[config.mk]
export PLATFORM = sky130hd
export DESIGN_NAME = i2c_master_sched
export DESIGN_NICKNAME = d
export VERILOG_FILES = /design/src/rtl/i2c_pkg.sv /design/src/rtl/i2c_bit_timer.sv /design/src/rtl/i2c_master_sched.sv
export SDC_FILE = /design/constraint.sdc
export NUM_CORES = 1
export LEC_CHECK = 0
export CAP_MARGIN = 20
export CORE_ASPECT_RATIO = 0.8
export CORE_MARGIN = 2
export CORE_UTILIZATION = 50
export CTS_BUF_LIST = sky130_fd_sc_hd__clkbuf_16
export CTS_CLUSTER_SIZE = 25
export DETAILED_ROUTE_END_ITERATION = 10
export PLACE_DENSITY = 0.8
export SYNTH_ARGS = -nofsm -noshare
export SYNTH_HDL_FRONTEND = slang
export SYNTH_SLANG_ARGS = --single-unit
[constraint.sdc]
create_clock -name clk -period 2.8 [get_ports clk]
set_clock_uncertainty 0.05 [all_clocks]
set_input_delay 0.56 -clock clk [delete_from_list [all_inputs] [get_ports clk]]
set_output_delay 0.56 -clock clk [all_outputs]
set_load 0.01 [all_outputs]
[src/rtl/i2c_pkg.sv]
// i2c_pkg: shared types and constants for the two-requester I2C master.
//   i2c_state_e : transaction sequencer states
//   i2c_phase_e : quarter-bit phase Q0..Q3
//   I2C_ACK / I2C_NACK : SDA level of the acknowledge slot
//   BIT_CNT_W / BIT_LAST : width and terminal value of the in-byte bit counter
package i2c_pkg;

  typedef enum logic [2:0] {
    ST_IDLE,
    ST_START,
    ST_ADDR,
    ST_AACK,
    ST_DATA,
    ST_DACK,
    ST_STOP
  } i2c_state_e;

  typedef enum logic [1:0] {
    Q0 = 2'd0,
    Q1 = 2'd1,
    Q2 = 2'd2,
    Q3 = 2'd3
  } i2c_phase_e;

  localparam logic I2C_ACK  = 1'b0;
  localparam logic I2C_NACK = 1'b1;

  localparam int                   BIT_CNT_W = 3;
  localparam logic [BIT_CNT_W-1:0] BIT_LAST  = '1;

endpackage

[src/rtl/i2c_bit_timer.sv]
// i2c_bit_timer: quarter-bit timing for the I2C master.
// Optional feature macro: I2C_SCHED_STRETCH_EN (slave clock stretching in Q2).
//   clk, rst_n  : clock, asynchronous active-low reset
//   run_i       : 1 while a transaction is running; 0 parks the timer at Q0/count 0
//   scl_i       : sensed SCL line (used only with stretching enabled)
//   phase_o     : current quarter Q0..Q3
//   qtc_o       : last clk of the current quarter
//   bit_end_o   : last clk of the current bit (terminal count in Q3)
module i2c_bit_timer
  import i2c_pkg::*;
#(
  parameter int CLK_DIV = 250
) (
  input  logic       clk,
  input  logic       rst_n,
  input  logic       run_i,
  input  logic       scl_i,
  output i2c_phase_e phase_o,
  output logic       qtc_o,
  output logic       bit_end_o
);

  localparam int               CNT_W = $clog2(CLK_DIV);
  localparam logic [CNT_W-1:0] LAST  = CNT_W'(CLK_DIV - 1);

  logic [CNT_W-1:0] cnt_q, cnt_d;
  i2c_phase_e       phase_q, phase_d;
  logic             hold;
  logic             qtc;

`ifdef I2C_SCHED_STRETCH_EN
  // A slave keeping SCL low after the master released it holds Q2 at count 0,
  // so the sample point slides by exactly the stretch length.
  assign hold = (phase_q == Q2) && (cnt_q == '0) && !scl_i;
`else
  logic unused_scl;
  assign unused_scl = scl_i;
  assign hold       = 1'b0;
`endif

  always_comb begin
    cnt_d   = cnt_q;
    phase_d = phase_q;
    qtc     = 1'b0;
    if (!run_i) begin
      cnt_d   = '0;
      phase_d = Q0;
    end else if (!hold) begin
      if (cnt_q == LAST) begin
        cnt_d   = '0;
        phase_d = i2c_phase_e'(phase_q + 2'd1);
        qtc     = 1'b1;
      end else begin
        cnt_d = cnt_q + 1'b1;
      end
    end
  end

  always_ff @(posedge clk or negedge rst_n) begin
    if (!rst_n) begin
      cnt_q   <= '0;
      phase_q <= Q0;
    end else begin
      cnt_q   <= cnt_d;
      phase_q <= phase_d;
    end
  end

  assign phase_o   = phase_q;
  assign qtc_o     = qtc;
  assign bit_end_o = qtc && (phase_q == Q3);

endmodule

[src/rtl/i2c_master_sched.sv]
// i2c_master_sched: two-requester single-byte I2C master with round-robin
// arbitration. Sequence: START, addr[6:0]+rw, ACK, data byte, ACK/NACK, STOP.
// Optional feature macro: I2C_SCHED_STRETCH_EN (see i2c_bit_timer).
//   clk, rst_n        : clock, asynchronous active-low reset
//   req[1:0]          : per-requester request level, held until done
//   addr[13:0]        : 7-bit address per requester (i uses [7i+6:7i])
//   rw[1:0]           : per-requester 0 = write, 1 = read
//   wdata[15:0]       : write byte per requester (i uses [8i+7:8i])
//   done[1:0]         : one-cycle pulse on the served requester's bit
//   nack              : address or write-data not acknowledged
//   rdata[7:0]        : read byte
//   busy              : transaction in progress
//   scl_in, sda_in    : bus line sense
//   scl_out, sda_out  : open-drain drive, 0 = pull low, 1 = release
module i2c_master_sched
  import i2c_pkg::*;
#(
  parameter int CLK_DIV = 250
) (
  input  logic        clk,
  input  logic        rst_n,
  input  logic [1:0]  req,
  input  logic [13:0] addr,
  input  logic [1:0]  rw,
  input  logic [15:0] wdata,
  output logic [1:0]  done,
  output logic        nack,
  output logic [7:0]  rdata,
  output logic        busy,
  input  logic        scl_in,
  input  logic        sda_in,
  output logic        scl_out,
  output logic        sda_out
);

  i2c_state_e           state_q, state_d;
  logic [1:0]           done_q;
  logic                 busy_q, nack_q, last_q, cur_q;
  logic [7:0]           rdata_q;
  logic [BIT_CNT_W-1:0] bit_cnt_q, bit_idx;
  logic [6:0]           addr_q;
  logic                 rw_q;
  logic [7:0]           wdata_q, addr_byte;
  i2c_phase_e           phase;
  logic                 qtc, bit_end, sample, grant, gnt_idx, scl_hi;

  // Tie goes to the requester that was not served last.
  assign grant   = (state_q == ST_IDLE) && (req != 2'b00);
  assign gnt_idx = (req == 2'b11) ? ~last_q : req[1];

  assign sample    = qtc && (phase == Q2);
  assign bit_idx   = BIT_LAST - bit_cnt_q;
  assign addr_byte = {addr_q, rw_q};
  assign scl_hi    = (phase == Q2) || (phase == Q3);

  i2c_bit_timer #(
    .CLK_DIV (CLK_DIV)
  ) u_timer (
    .clk       (clk),
    .rst_n     (rst_n),
    .run_i     (busy_q),
    .scl_i     (scl_in),
    .phase_o   (phase),
    .qtc_o     (qtc),
    .bit_end_o (bit_end)
  );

  always_comb begin
    state_d = state_q;
    scl_out = 1'b1;
    sda_out = 1'b1;
    if (state_q == ST_IDLE) begin
      if (grant) state_d = ST_START;
    end else if (bit_end) begin
      case (state_q)
        ST_START: state_d = ST_ADDR;
        ST_ADDR:  if (bit_cnt_q == BIT_LAST) state_d = ST_AACK;
        ST_AACK:  state_d = nack_q ? ST_STOP : ST_DATA;
        ST_DATA:  if (bit_cnt_q == BIT_LAST) state_d = ST_DACK;
        ST_DACK:  state_d = ST_STOP;
        default:  state_d = ST_IDLE;
      endcase
    end

    case (state_q)
      ST_START: sda_out = (phase == Q0) || (phase == Q1);
      ST_ADDR: begin
        scl_out = scl_hi;
        sda_out = addr_byte[bit_idx];
      end
      ST_DATA: begin
        scl_out = scl_hi;
        sda_out = rw_q ? 1'b1 : wdata_q[bit_idx];
      end
      // Both ACK slots release SDA: sampling the slave on writes, NACKing the
      // single read byte on reads.
      ST_AACK, ST_DACK: scl_out = scl_hi;
      ST_STOP: begin
        scl_out = (phase != Q0);
        sda_out = (phase == Q3);
      end
      default: ;
    endcase
  end

  always_ff @(posedge clk or negedge rst_n) begin
    if (!rst_n) begin
      state_q   <= ST_IDLE;
      busy_q    <= 1'b0;
      done_q    <= 2'b00;
      nack_q    <= 1'b0;
      rdata_q   <= 8'h00;
      last_q    <= 1'b1;
      cur_q     <= 1'b0;
      bit_cnt_q <= '0;
    end else begin
      state_q <= state_d;
      done_q  <= 2'b00;
      if (grant) begin
        busy_q    <= 1'b1;
        nack_q    <= 1'b0;
        last_q    <= gnt_idx;
        cur_q     <= gnt_idx;
        bit_cnt_q <= '0;
      end
      if (bit_end) begin
        if (state_q == ST_ADDR || state_q == ST_DATA) bit_cnt_q <= bit_cnt_q + 1'b1;
        if (state_q == ST_STOP) begin
          busy_q <= 1'b0;
          done_q <= cur_q ? 2'b10 : 2'b01;
        end
      end
      if (sample) begin
        case (state_q)
          ST_AACK: if (sda_in == I2C_NACK) nack_q <= 1'b1;
          ST_DATA: if (rw_q) rdata_q <= {rdata_q[6:0], sda_in};
          ST_DACK: if (!rw_q && sda_in == I2C_NACK) nack_q <= 1'b1;
          default: ;
        endcase
      end
    end
  end

  // Request fields are only meaningful once granted, so they carry no reset.
  always_ff @(posedge clk) begin
    if (grant) begin
      addr_q  <= gnt_idx ? addr[13:7]  : addr[6:0];
      rw_q    <= gnt_idx ? rw[1]       : rw[0];
      wdata_q <= gnt_idx ? wdata[15:8] : wdata[7:0];
    end
  end

  assign done  = done_q;
  assign nack  = nack_q;
  assign rdata = rdata_q;
  assign busy  = busy_q;

endmodule

==> impl_metrics.prom, run 1 <==
# TYPE chip_impl_metric gauge
chip_impl_metric{name="detailroute.via_count",unit=""} 1728
chip_impl_metric{name="drc",unit=""} 0
chip_impl_metric{name="fin_setup_tns",unit="ps"} 0
chip_impl_info{name="critical_path.reg2reg.startpoint",value="u_timer.cnt_q[1]"} 1
chip_impl_metric{name="global_route_wire_length_before_repair",unit="um"} 8370
chip_impl_metric{name="yosysWarningCount",unit=""} 0
chip_impl_metric{name="finalMaxSlewViolations",unit=""} 0
chip_impl_metric{name="start_util",unit="%"} 52.1
chip_impl_metric{name="post_synth.cell_area_avg",unit="um^2"} 12.2
chip_impl_metric{name="met1_usage",unit="%"} 27.4
chip_impl_metric{name="max_freq",unit="MHz"} 379
chip_impl_metric{name="die_height",unit="um"} 65.9
chip_impl_metric{name="multi_input_comb_area",unit="mm^2"} 0.00108
chip_impl_metric{name="gpl.final_weighted_congestion",unit=""} 0.924
chip_impl_metric{name="drt_iter0_markers",unit=""} 65
chip_impl_metric{name="antenna_violations_before_repair",unit=""} 0
chip_impl_metric{name="setup-violations-final",unit=""} 0
chip_impl_metric{name="dpl_worst_slack",unit="ps"} 239
chip_impl_info{name="r2r-end",value="rdata[2]"} 1
chip_impl_info{name="tritoncts",value="built"} 1
chip_impl_metric{name="worst_ep_arrival",unit="ps"} 2030
chip_impl_metric{name="finalPower",unit="uW"} 1350
chip_impl_metric{name="h-tree-depth",unit=""} 2
chip_impl_info{name="synth.most_common_cell",value="sky130_fd_sc_hd__dfrtp_1"} 1
chip_impl_metric{name="antenna_left",unit=""} 0
chip_impl_info{name="status",value="completed"} 1
chip_impl_metric{name="post_synth_instance_area",unit="mm^2"} 0.00239
chip_impl_metric{name="syn_to_final_growth",unit="%"} 30.8
chip_impl_metric{name="clk_pin_slew",unit="ps"} 60
chip_impl_info{name="grt.busiest_layer",value="met2"} 1
chip_impl_info{name="crit_type",value="reg -> out"} 1
chip_impl_metric{name="fp.dieW",unit="um"} 81.4
chip_impl_metric{name="grt_start_max_net_pins",unit=""} 31
chip_impl_metric{name="max_cap_viol_count",unit=""} 0
chip_impl_metric{name="first_global_vias",unit=""} 1799
chip_impl_metric{name="fraction_of_layout_instances_using_a_drive_strength_above_1",unit="%"} 20.2
chip_impl_metric{name="insertedDiodeCount",unit=""} 0
chip_impl_metric{name="cts_made_buffers",unit=""} 5
chip_impl_metric{name="power.ir.vdd_worst",unit="uV"} 315
chip_impl_metric{name="ys_types",unit=""} 49
chip_impl_metric{name="final.fill_count",unit=""} 329
chip_impl_metric{name="power.static_leakage",unit="uW"} 0.00131
chip_impl_metric{name="period_share",unit="%"} 94.2
chip_impl_metric{name="place_hpwl",unit="um"} 3630
chip_impl_metric{name="hold_depth",unit=""} 1
chip_impl_metric{name="required",unit="ps"} 2190
chip_impl_metric{name="grt_util_met3",unit="%"} 5.46
chip_impl_metric{name="synth_enable_flop_cells",unit=""} 16
chip_impl_info{name="ys_top_cells_by_count",value="sky130_fd_sc_hd__dfrtp_1, sky130_fd_sc_hd__mux2_2, sky130_fd_sc_hd__nor2_1, sky130_fd_sc_hd__edfxtp_1, sky130_fd_sc_hd__inv_1"} 1
chip_impl_info{name="ys_top_cells_by_area",value="sky130_fd_sc_hd__dfrtp_1, sky130_fd_sc_hd__edfxtp_1, sky130_fd_sc_hd__mux2_2"} 1
chip_impl_metric{name="core_region_area",unit="mm^2"} 0.00460
chip_impl_metric{name="tightestPinTransition",unit="ps"} 416
chip_impl_info{name="holdCritPathClass",value="reg -> reg"} 1
chip_impl_metric{name="globalRouteTotalUtil",unit="%"} 20.8
chip_impl_metric{name="ys_ff_latch",unit=""} 46
chip_impl_metric{name="die_area",unit="mm^2"} 0.00536
chip_impl_info{name="grt_setup_unrepaired",value="no"} 1
chip_impl_metric{name="worstSkewPairLatency",unit="ps"} 280
chip_impl_metric{name="syn_nets",unit=""} 243
chip_impl_metric{name="timing.critical_path.fanout_max",unit=""} 3
chip_impl_metric{name="max-clock-path-buffers",unit=""} 2
chip_impl_metric{name="num_rows",unit=""} 22
chip_impl_info{name="synthFlopType",value="sky130_fd_sc_hd__dfrtp_1"} 1
chip_impl_metric{name="buffer_ports.inserted",unit=""} 50
chip_impl_info{name="whs_endpoint",value="done[0]"} 1
chip_impl_metric{name="globalRoute.totalOverflow",unit=""} 0
chip_impl_metric{name="count_of_boundary_i_o_pins",unit=""} 52
chip_impl_metric{name="register_area",unit="mm^2"} 0.00123
chip_impl_info{name="library_cell_with_the_largest_summed_area_after_synthesis",value="sky130_fd_sc_hd__dfrtp_1"} 1
chip_impl_metric{name="post-synth-top-area-fraction",unit="%"} 30.3
chip_impl_info{name="timing.critical_path.to_type",value="output port"} 1
chip_impl_info{name="cp-start-kind",value="flip-flop"} 1
chip_impl_info{name="cts.root.buffer_cell",value="sky130_fd_sc_hd__clkbuf_16"} 1
chip_impl_metric{name="numClockSinks",unit=""} 46
chip_impl_metric{name="timing.reg2reg.worst_path_depth",unit=""} 6
chip_impl_metric{name="routed_wire_length_per_instance",unit="um"} 15.5
chip_impl_metric{name="synthesis.instances",unit=""} 196
chip_impl_metric{name="finalWirelength",unit="um"} 4900
chip_impl_metric{name="postLayoutCoreUtil",unit="%"} 68.2
chip_impl_metric{name="setup_slack",unit="ps"} 162
chip_impl_metric{name="post_drt_via_cell_ratio",unit=""} 5.45
chip_impl_info{name="launch_instance_of_the_worst_min_delay_path",value="cur_q"} 1
chip_impl_metric{name="synth_sequential_area_ratio",unit="%"} 51.5
chip_impl_metric{name="post-cts-setup-buffers",unit=""} 0
chip_impl_metric{name="maxSlewHeadroom",unit="%"} 72.0
chip_impl_metric{name="min_period",unit="ps"} 2640
chip_impl_metric{name="gr-usage-met2",unit="%"} 34.0
chip_impl_metric{name="design.final.nets",unit=""} 303
chip_impl_metric{name="powerDensity",unit="mW/mm^2"} 430
chip_impl_metric{name="asyncSetResetFlopFracSynth",unit="%"} 65.2
chip_impl_metric{name="drtPass1Iterations",unit=""} 4
chip_impl_metric{name="report.final.hold_viol_count",unit=""} 0
chip_impl_metric{name="rrSetupSlack",unit="ps"} 730
==> kinds of logic after synthesis <==
logic type                 count (synthesis)  synth area share (%)
DFF                                       46                  51.5
adders and majority gates                 10                  5.12
AOI/OAI and AO/OA                         22                  6.43
xor gates and xnor gates                   8                  2.93
buffers and inverters                     17                  3.60
muxes                                     34                  17.3
and+or+nand+nor                           59                  13.2
==> worst max path at each step <==
stage / start / endpoint / cells after the start
final: bit_cnt_q[1] / sda_out / 5
after global routing: bit_cnt_q[1] / sda_out / 5
after CTS: bit_cnt_q[1] / sda_out / 5
after detailed placement: bit_cnt_q[1] / sda_out / 5
after global placement: bit_cnt_q[1] / sda_out / 5
after floorplan: bit_cnt_q[1] / sda_out / 4
==> per-stage QoR <==
| stage | hold slack (ps) | instances | cell area, um^2 |
|---|---|---|---|
| 2_1_floorplan | 214 | 196 | 2390 |
| 3_3_place_gp | 388 | 309 | 2990 |
| 3_5_place_dp | 398 | 309 | 2990 |
| 4_1_cts | 411 | 317 | 3130 |
| 5_1_grt | 439 | 317 | 3130 |
| 6_report | 410 | 317 | 3130 |
==> final cells by class <==
| class | count | share of cell area (%) |
|---|---|---|
| Clock buffer | 5 | 3.99 |
| Clock inverter | 3 | 0.519 |
| Inverter | 11 | 1.32 |
| Multi-Input combinational cell | 133 | 34.3 |
| Sequential cell | 46 | 39.3 |
| Tap cell | 60 | 2.40 |
| Timing Repair Buffer | 59 | 18.1 |
==> layout by cell type (no fill, tap or decap), types with 2 or more instances in the layout <==
cell type	count
sky130_fd_sc_hd__a21oi_1	7
sky130_fd_sc_hd__o32ai_1	2
sky130_fd_sc_hd__clkdlybuf4s50_1	49
sky130_fd_sc_hd__nand3_1	5
sky130_fd_sc_hd__mux2i_1	5
sky130_fd_sc_hd__dfrtp_1	29
sky130_fd_sc_hd__nand4_1	4
sky130_fd_sc_hd__nor2b_1	3
sky130_fd_sc_hd__xnor2_1	7
sky130_fd_sc_hd__nor2_1	18
sky130_fd_sc_hd__nor3_1	6
sky130_fd_sc_hd__buf_4	9
sky130_fd_sc_hd__edfxtp_1	16
sky130_fd_sc_hd__clkbuf_16	5
sky130_fd_sc_hd__ha_1	9
sky130_fd_sc_hd__mux2_2	25
sky130_fd_sc_hd__nand2_1	10
sky130_fd_sc_hd__and2_1	2
sky130_fd_sc_hd__nand2b_1	2
sky130_fd_sc_hd__mux4_2	3
sky130_fd_sc_hd__inv_1	11
==> registers in the layout, indices dropped and copies added, names as in the netlist, 2 cells and up <==
signal           cells
rdata                8
u_timer.cnt_q        8
wdata_q              8
addr_q               7
bit_cnt_q            3
state_q              3
done                 2
u_timer.phase_o      2
==> timing repair <==
action,4_1_cts,5_1_grt
hold buffers,0,0
endpoints found under the hold margin,0,0
gates resized for setup,1,0
setup endpoints to repair,1,0
==> worst max-delay path, cell delays in order (launching register included) <==
cell and delay, ps:
sky130_fd_sc_hd__dfrtp_1 410, sky130_fd_sc_hd__mux4_2 510, sky130_fd_sc_hd__mux2_2 270, sky130_fd_sc_hd__o21ai_0 150, sky130_fd_sc_hd__nand3_1 100, sky130_fd_sc_hd__dlygate4sd2_1 290
==> power breakdown <==
group	switching, uW	internal, uW
Sequential	0	699
Combinational	24.1	61.6
Clock	237	326
Total	261	1090
==> layer usage <==
| metal | up-vias | share of wire, % |
|---|---|---|
| li1 | 829 | - |
| met1 | 843 | 45 |
| met2 | 50 | 49 |
| met3 | 6 | 4.7 |
| met4 | 0 | 0.94 |
| met5 | - | 0 |
Note: power is estimated with default switching activity, not from simulation.
==> run 2: changes to the inputs <==
--- a/constraint.sdc
+++ b/constraint.sdc
@@ -4,2 +4,2 @@
 set_output_delay 0.56 -clock clk [all_outputs]
-set_load 0.01 [all_outputs]
+set_load 0.02 [all_outputs]
==> run 2 against run 1 <==
Power up 0.29%; non-clock buffer count up 1; highest routed layer unchanged; register-to-register slack got worse by 30 ps; sequential power about the same; hold slack improved by 3.4 ps; critical path depth unchanged; core utilization increased by 0.22 points.
==> impl_metrics.prom, run 2 (synthesized netlist as in run 1, its figures left out) <==
# TYPE chip_impl_metric gauge
chip_impl_info{name="status",value="completed"} 1
chip_impl_info{name="holdCritPathClass",value="reg -> reg"} 1
chip_impl_info{name="commonest_non_fill_non_tap_cell_in_the_layout",value="sky130_fd_sc_hd__clkdlybuf4s50_1"} 1
chip_impl_metric{name="drtPass1Iterations",unit=""} 4
chip_impl_metric{name="report.final.hold_viol_count",unit=""} 0
chip_impl_metric{name="powerDensity",unit="mW/mm^2"} 430
chip_impl_info{name="grt_setup_unrepaired",value="no"} 1
chip_impl_metric{name="max_cap_viol_count",unit=""} 0
chip_impl_metric{name="power.static_leakage",unit="uW"} 0.00132
chip_impl_info{name="critical_path.reg2reg.startpoint",value="u_timer.cnt_q[1]"} 1
chip_impl_metric{name="postLayoutCoreUtil",unit="%"} 68.4
chip_impl_info{name="layout.cells.most_common_list",value="sky130_fd_sc_hd__clkdlybuf4s50_1, sky130_fd_sc_hd__dfrtp_1, sky130_fd_sc_hd__mux2_2"} 1
chip_impl_metric{name="die_height",unit="um"} 65.9
chip_impl_metric{name="numClockSinks",unit=""} 46
chip_impl_metric{name="setup-violations-final",unit=""} 0
chip_impl_metric{name="post-cts-setup-buffers",unit=""} 0
chip_impl_metric{name="globalRoute.totalOverflow",unit=""} 0
chip_impl_metric{name="cts_made_buffers",unit=""} 5
chip_impl_metric{name="worstSkewPairLatency",unit="ps"} 280
chip_impl_metric{name="grt_start_max_net_pins",unit=""} 31
chip_impl_metric{name="gpl.final_weighted_congestion",unit=""} 0.825
chip_impl_metric{name="switching_share",unit="%"} 19.5
chip_impl_metric{name="p_sw",unit="uW"} 263
chip_impl_metric{name="globalRouteTotalUtil",unit="%"} 19.1
chip_impl_metric{name="finalMaxSlewViolations",unit=""} 0
chip_impl_info{name="cts.root.buffer_cell",value="sky130_fd_sc_hd__clkbuf_16"} 1
chip_impl_info{name="crit_type",value="reg -> out"} 1
chip_impl_metric{name="first_global_vias",unit=""} 1664
chip_impl_metric{name="final.fill_count",unit=""} 339
chip_impl_metric{name="count_of_boundary_i_o_pins",unit=""} 52
chip_impl_metric{name="clk_pin_slew",unit="ps"} 60
chip_impl_info{name="startpoint",value="state_q[2]"} 1
chip_impl_metric{name="required",unit="ps"} 2190
chip_impl_metric{name="finalWirelength",unit="um"} 4600
chip_impl_metric{name="drt_iter0_markers",unit=""} 68
chip_impl_info{name="tritoncts",value="built"} 1
chip_impl_metric{name="fp.dieW",unit="um"} 81.4
chip_impl_metric{name="start_util",unit="%"} 52.1
chip_impl_metric{name="die_area",unit="mm^2"} 0.00536
chip_impl_info{name="cp-start-kind",value="flip-flop"} 1
chip_impl_metric{name="place_hpwl",unit="um"} 3400
chip_impl_metric{name="detailroute.via_count",unit=""} 1656
chip_impl_metric{name="core_region_area",unit="mm^2"} 0.00460
chip_impl_metric{name="power.ir.vdd_worst",unit="uV"} 254
chip_impl_metric{name="num_rows",unit=""} 22
chip_impl_metric{name="multi_input_comb_area",unit="mm^2"} 0.00108
chip_impl_info{name="timing.critical_path.to_type",value="output port"} 1
chip_impl_metric{name="buffer_ports.inserted",unit=""} 50
chip_impl_metric{name="seqPwrFrac",unit="%"} 51.7
chip_impl_metric{name="global_route_wire_length_before_repair",unit="um"} 7780
chip_impl_metric{name="max-clock-path-buffers",unit=""} 2
chip_impl_metric{name="finalHoldWorstSlack",unit="ps"} 413
chip_impl_metric{name="h-tree-depth",unit=""} 2
chip_impl_metric{name="power.share.combinational",unit="%"} 6.3
chip_impl_metric{name="rrSetupSlack",unit="ps"} 700
chip_impl_metric{name="maxSlewHeadroom",unit="%"} 70.6
chip_impl_metric{name="fin_setup_tns",unit="ps"} 0
chip_impl_metric{name="register_area",unit="mm^2"} 0.00123
chip_impl_metric{name="finalPower",unit="uW"} 1350
chip_impl_metric{name="drc",unit=""} 0
chip_impl_metric{name="period_share",unit="%"} 95.4
chip_impl_metric{name="worst_ep_arrival",unit="ps"} 2060
chip_impl_metric{name="min_period",unit="ps"} 2670
chip_impl_metric{name="timing.reg2reg.worst_path_depth",unit=""} 6
chip_impl_metric{name="syn_to_final_growth",unit="%"} 31.2
chip_impl_metric{name="routed_wire_length_per_instance",unit="um"} 14.5
chip_impl_metric{name="max_freq",unit="MHz"} 374
chip_impl_metric{name="fraction_of_layout_instances_using_a_drive_strength_above_1",unit="%"} 20.5
chip_impl_metric{name="timing.critical_path.fanout_max",unit=""} 13
chip_impl_metric{name="post_drt_via_cell_ratio",unit=""} 5.21
chip_impl_metric{name="design.final.nets",unit=""} 304
chip_impl_metric{name="tightestPinTransition",unit="ps"} 441
chip_impl_metric{name="insertedDiodeCount",unit=""} 0
chip_impl_info{name="r2r-end",value="rdata[2]"} 1
chip_impl_metric{name="internal-power",unit="uW"} 1090
chip_impl_metric{name="clock_power_share",unit="%"} 42.0
chip_impl_info{name="timing.critical_path.to",value="scl_out"} 1
chip_impl_metric{name="antenna_violations_before_repair",unit=""} 0
chip_impl_metric{name="antenna_left",unit=""} 0
-- run 2: changes by cell type in the layout (fill, tap and decap cells not counted), sizes merged --
cell and change:
clkinvlp -1, buf +1, clkdlybuf4s15 +1, dlygate4sd2 -1
inv +1
-- run 2: how the worst min path moves through the flow --
| stage | start | to | cells past startpoint |
|---|---|---|---|
| after floorplan | rst_n | bit_cnt_q[0] | 0 |
| after global placement | cur_q | done[0] | 1 |
| after detailed placement | cur_q | done[0] | 1 |
| after CTS | cur_q | done[0] | 1 |
| after global routing | cur_q | done[0] | 1 |
| final | cur_q | done[0] | 1 |
-- run 2: area by class of cell --
| class | count | area share [%] |
|---|---|---|
| Clock buffer | 5 | 3.98 |
| Clock inverter | 3 | 0.557 |
| Inverter | 11 | 1.31 |
| Multi-Input combinational cell | 133 | 34.2 |
| Sequential cell | 46 | 39.2 |
| Tap cell | 60 | 2.39 |
| Timing Repair Buffer | 60 | 18.3 |
-- run 2: per-stage QoR --
stage,setup WS [ps],cell area [um^2],std cells
floorplan,644,2390,196
global placement,200,3000,310
detailed placement,174,3000,310
CTS,75.4,3140,318
global route,18.2,3140,318
finish,128,3140,318
-- run 2: what timing repair did --
item / in CTS / in global routing
gates cloned: 0 / 0
hold buffers: 0 / 0
gates resized for setup: 1 / 1
setup endpoints to repair: 1 / 1
-- run 2: power groups by stage --
stage | sequential (uW) | clock [uW] | combinational (uW)
5_1_grt | 698 | 607 | 93.7
2_1_floorplan | 712 | 0 | 23.1
3_5_place_dp | 712 | 0 | 86.4
6_report | 699 | 567 | 85.0
4_1_cts | 699 | 573 | 86.9
3_3_place_gp | 712 | 0 | 85.9
-- run 2: routing by layer --
metal	vias to the layer above	routed length, um	global-route usage [%]
met5	-	0	0
met4	0	38	5.08
met3	4	139	4.51
met2	35	2130	29.9
met1	782	2290	26.8
li1	835	-	-
-- run 2: critical path, stage by stage (launching register included) --
cell and delay, ps:
sky130_fd_sc_hd__dfrtp_1 380, sky130_fd_sc_hd__buf_4 190, sky130_fd_sc_hd__xnor2_1 330, sky130_fd_sc_hd__nor3_1 80, sky130_fd_sc_hd__a21oi_1 150, sky130_fd_sc_hd__clkdlybuf4s50_1 650
==> run 3: changes to the inputs <==
CORE_MARGIN = not set   (was 2)
PLACE_DENSITY = 0.76   (was 0.8)
==> run 3 against run 2 <==
Wire length increased by 4.7%; global-route usage grew 2.0 points; sequential cell count unchanged; sequential share of layout area hardly changed; combinational power grew 2%; worst setup slack worse by 39 ps; register-to-register slack improved by 20 ps; highest routed layer is now met3; clock power rose by 7.8%; via count up 3.6%; first-iteration DRC count up 54%; critical path depth did not move; the run now ends with DRC left.
==> impl_metrics.prom, run 3 (synthesized netlist as in run 1, its figures left out) <==
# TYPE chip_impl_metric gauge
chip_impl_metric{name="hold_depth",unit=""} 1
chip_impl_metric{name="dpl_worst_slack",unit="ps"} 165
chip_impl_metric{name="globalRoute.totalOverflow",unit=""} 0
chip_impl_metric{name="routed_wire_length_per_instance",unit="um"} 15.2
chip_impl_metric{name="globalRouteTotalUtil",unit="%"} 21.2
chip_impl_metric{name="drtPass1Iterations",unit=""} 7
chip_impl_metric{name="syn_to_final_growth",unit="%"} 31.2
chip_impl_metric{name="h-tree-depth",unit=""} 2
chip_impl_metric{name="cts_made_buffers",unit=""} 5
chip_impl_info{name="commonest_non_fill_non_tap_cell_in_the_layout",value="sky130_fd_sc_hd__clkdlybuf4s50_1"} 1
chip_impl_metric{name="finalMaxSlewViolations",unit=""} 0
chip_impl_metric{name="clk_pin_slew",unit="ps"} 60
chip_impl_metric{name="die_height",unit="um"} 63.9
chip_impl_metric{name="fp.dieW",unit="um"} 79.4
chip_impl_metric{name="drc",unit=""} 1
chip_impl_metric{name="p_sw",unit="uW"} 257
chip_impl_metric{name="setup_slack",unit="ps"} 88.4
chip_impl_metric{name="required",unit="ps"} 2190
chip_impl_metric{name="report.final.hold_viol_count",unit=""} 0
chip_impl_info{name="failed_checks",value="DRC"} 1
chip_impl_info{name="grt_setup_unrepaired",value="no"} 1
chip_impl_metric{name="postPlaceCellArea",unit="mm^2"} 0.00299
chip_impl_metric{name="worst_ep_arrival",unit="ps"} 2100
chip_impl_metric{name="switching_share",unit="%"} 18.4
chip_impl_metric{name="maxSlewHeadroom",unit="%"} 71.9
chip_impl_metric{name="powerDensity",unit="mW/mm^2"} 444
chip_impl_info{name="timing.critical_path.to_type",value="output port"} 1
chip_impl_metric{name="grt_start_max_net_pins",unit=""} 31
chip_impl_metric{name="antenna_left",unit=""} 0
chip_impl_metric{name="first_global_vias",unit=""} 1678
chip_impl_metric{name="die_area",unit="mm^2"} 0.00507
chip_impl_info{name="status",value="finished, violations left"} 1
chip_impl_metric{name="met3RoutedLength",unit="um"} 181
chip_impl_metric{name="core_region_area",unit="mm^2"} 0.00460
chip_impl_metric{name="post-cts-setup-buffers",unit=""} 0
chip_impl_metric{name="place_hpwl",unit="um"} 3440
chip_impl_metric{name="post_drt_via_cell_ratio",unit=""} 5.43
chip_impl_metric{name="max_cap_viol_count",unit=""} 0
chip_impl_metric{name="min_period",unit="ps"} 2710
chip_impl_info{name="cts.root.buffer_cell",value="sky130_fd_sc_hd__clkbuf_16"} 1
chip_impl_metric{name="finalWirelength",unit="um"} 4820
chip_impl_metric{name="num_rows",unit=""} 22
chip_impl_metric{name="finalHoldWorstSlack",unit="ps"} 420
chip_impl_metric{name="met1Wirelength",unit="um"} 2310
chip_impl_metric{name="antenna_violations_before_repair",unit=""} 0
chip_impl_info{name="critical_path_cell_by_cell",value="buf_4 > xnor2_1 > nor3_1 > a21oi_1 > clkdlybuf4s50_1"} 1
chip_impl_info{name="critPathSlowestCell",value="sky130_fd_sc_hd__clkdlybuf4s50_1"} 1
chip_impl_metric{name="tightestPinTransition",unit="ps"} 421
chip_impl_metric{name="clock_power_share",unit="%"} 43.7
chip_impl_metric{name="max_freq",unit="MHz"} 369
chip_impl_metric{name="internal-power",unit="uW"} 1140
chip_impl_metric{name="buffer_ports.inserted",unit=""} 50
chip_impl_metric{name="detailroute.via_count",unit=""} 1715
chip_impl_info{name="highest_metal_layer_used_by_the_detailed_router",value="met3"} 1
chip_impl_metric{name="power.share.combinational",unit="%"} 6.2
chip_impl_metric{name="start_util",unit="%"} 52.1
chip_impl_metric{name="worstSkewPairLatency",unit="ps"} 280
chip_impl_metric{name="seqPwrFrac",unit="%"} 50.1
chip_impl_metric{name="numClockSinks",unit=""} 46
chip_impl_metric{name="max-clock-path-buffers",unit=""} 2
chip_impl_metric{name="period_share",unit="%"} 96.8
chip_impl_metric{name="holdBufCountCts",unit=""} 0
chip_impl_metric{name="power.static_leakage",unit="uW"} 0.00133
chip_impl_metric{name="timing.critical_path.fanout_max",unit=""} 13
chip_impl_info{name="tritoncts",value="built"} 1
chip_impl_metric{name="final_design_area_no_fill",unit="mm^2"} 0.00314
chip_impl_metric{name="levels_on_crit_path",unit=""} 5
chip_impl_metric{name="insertedDiodeCount",unit=""} 0
chip_impl_metric{name="count_of_boundary_i_o_pins",unit=""} 52
chip_impl_metric{name="gpl.final_weighted_congestion",unit=""} 0.819
chip_impl_metric{name="met2RoutedLength",unit="um"} 2330
chip_impl_info{name="cp_top_family",value="buffers and inverters"} 1
chip_impl_info{name="holdCritPathClass",value="reg -> reg"} 1
chip_impl_metric{name="wp_buf_inv",unit=""} 2
chip_impl_metric{name="place_inst",unit=""} 308
chip_impl_metric{name="power.ir.vdd_worst",unit="uV"} 313
chip_impl_info{name="layout.cells.most_common_list",value="sky130_fd_sc_hd__clkdlybuf4s50_1, sky130_fd_sc_hd__dfrtp_1, sky130_fd_sc_hd__mux2_2"} 1
chip_impl_info{name="cp-start-kind",value="flip-flop"} 1
chip_impl_info{name="crit_type",value="reg -> out"} 1
chip_impl_metric{name="setup-violations-final",unit=""} 0
chip_impl_metric{name="fraction_of_layout_instances_using_a_drive_strength_above_1",unit="%"} 19.9
chip_impl_metric{name="global_route_wire_length_before_repair",unit="um"} 8160
chip_impl_metric{name="design.final.nets",unit=""} 302
chip_impl_metric{name="fin_setup_tns",unit="ps"} 0
chip_impl_metric{name="fin_cells",unit=""} 316
chip_impl_metric{name="drt_iter0_markers",unit=""} 105
chip_impl_metric{name="cp_peak_stage_delay",unit="ps"} 630
chip_impl_metric{name="timing.reg2reg.worst_path_depth",unit=""} 6
-- run 3: stage by stage --
| step | total power, uW | utilization (%) |
|---|---|---|
| floorplan | 735 | - |
| global placement | 798 | 64.9 |
| detailed placement | 799 | 64.9 |
| CTS | 1410 | 68.3 |
| global route | 1450 | 68.4 |
| finish | 1400 | 68.4 |
-- run 3: repair_timing --
| item | in CTS | in global routing |
|---|---|---|
| resized for setup | 1 | 1 |
| endpoints found under the setup margin | 1 | 1 |
| pin swaps | 0 | 0 |
| gates cloned | 0 | 0 |
-- run 3: power groups by stage --
stage          registers, uW  clock network (uW)  logic [uW]
2_1_floorplan            712                   0        23.1
3_3_place_gp             712                   0        86.1
3_5_place_dp             712                   0        87.6
4_1_cts                  699                 623        88.4
5_1_grt                  698                 653        95.3
6_report                 699                 611        86.5
-- run 3: final cells by class --
| type | instances | area, um^2 |
|---|---|---|
| clock buffers | 6 | 150 |
| clock inverters | 2 | 7.51 |
| fillers | 344 | 1450 |
| inverters | 11 | 41.3 |
| multi-input cells | 133 | 1080 |
| flip-flops and latches | 46 | 1230 |
| well taps | 60 | 75.1 |
| repair buffers | 58 | 559 |
-- run 3: metal layers --
metal  vias up  track usage [%]
met5         -                0
met4         0             4.09
met3         0             3.43
met2        45             33.9
met1       846             30.5
li1        824                -
-- run 3: worst paths after layout --
check                      endpoint  slack, ps              from
max in group asynchronous    last_q       1760             rst_n
setup reg to reg           rdata[1]        720  u_timer.cnt_q[1]
setup / recovery            scl_out         90        state_q[2]
hold reg to reg             done[0]        420             cur_q
hold / removal              done[0]        420             cur_q
min in group asynchronous  rdata[2]        620             rst_n
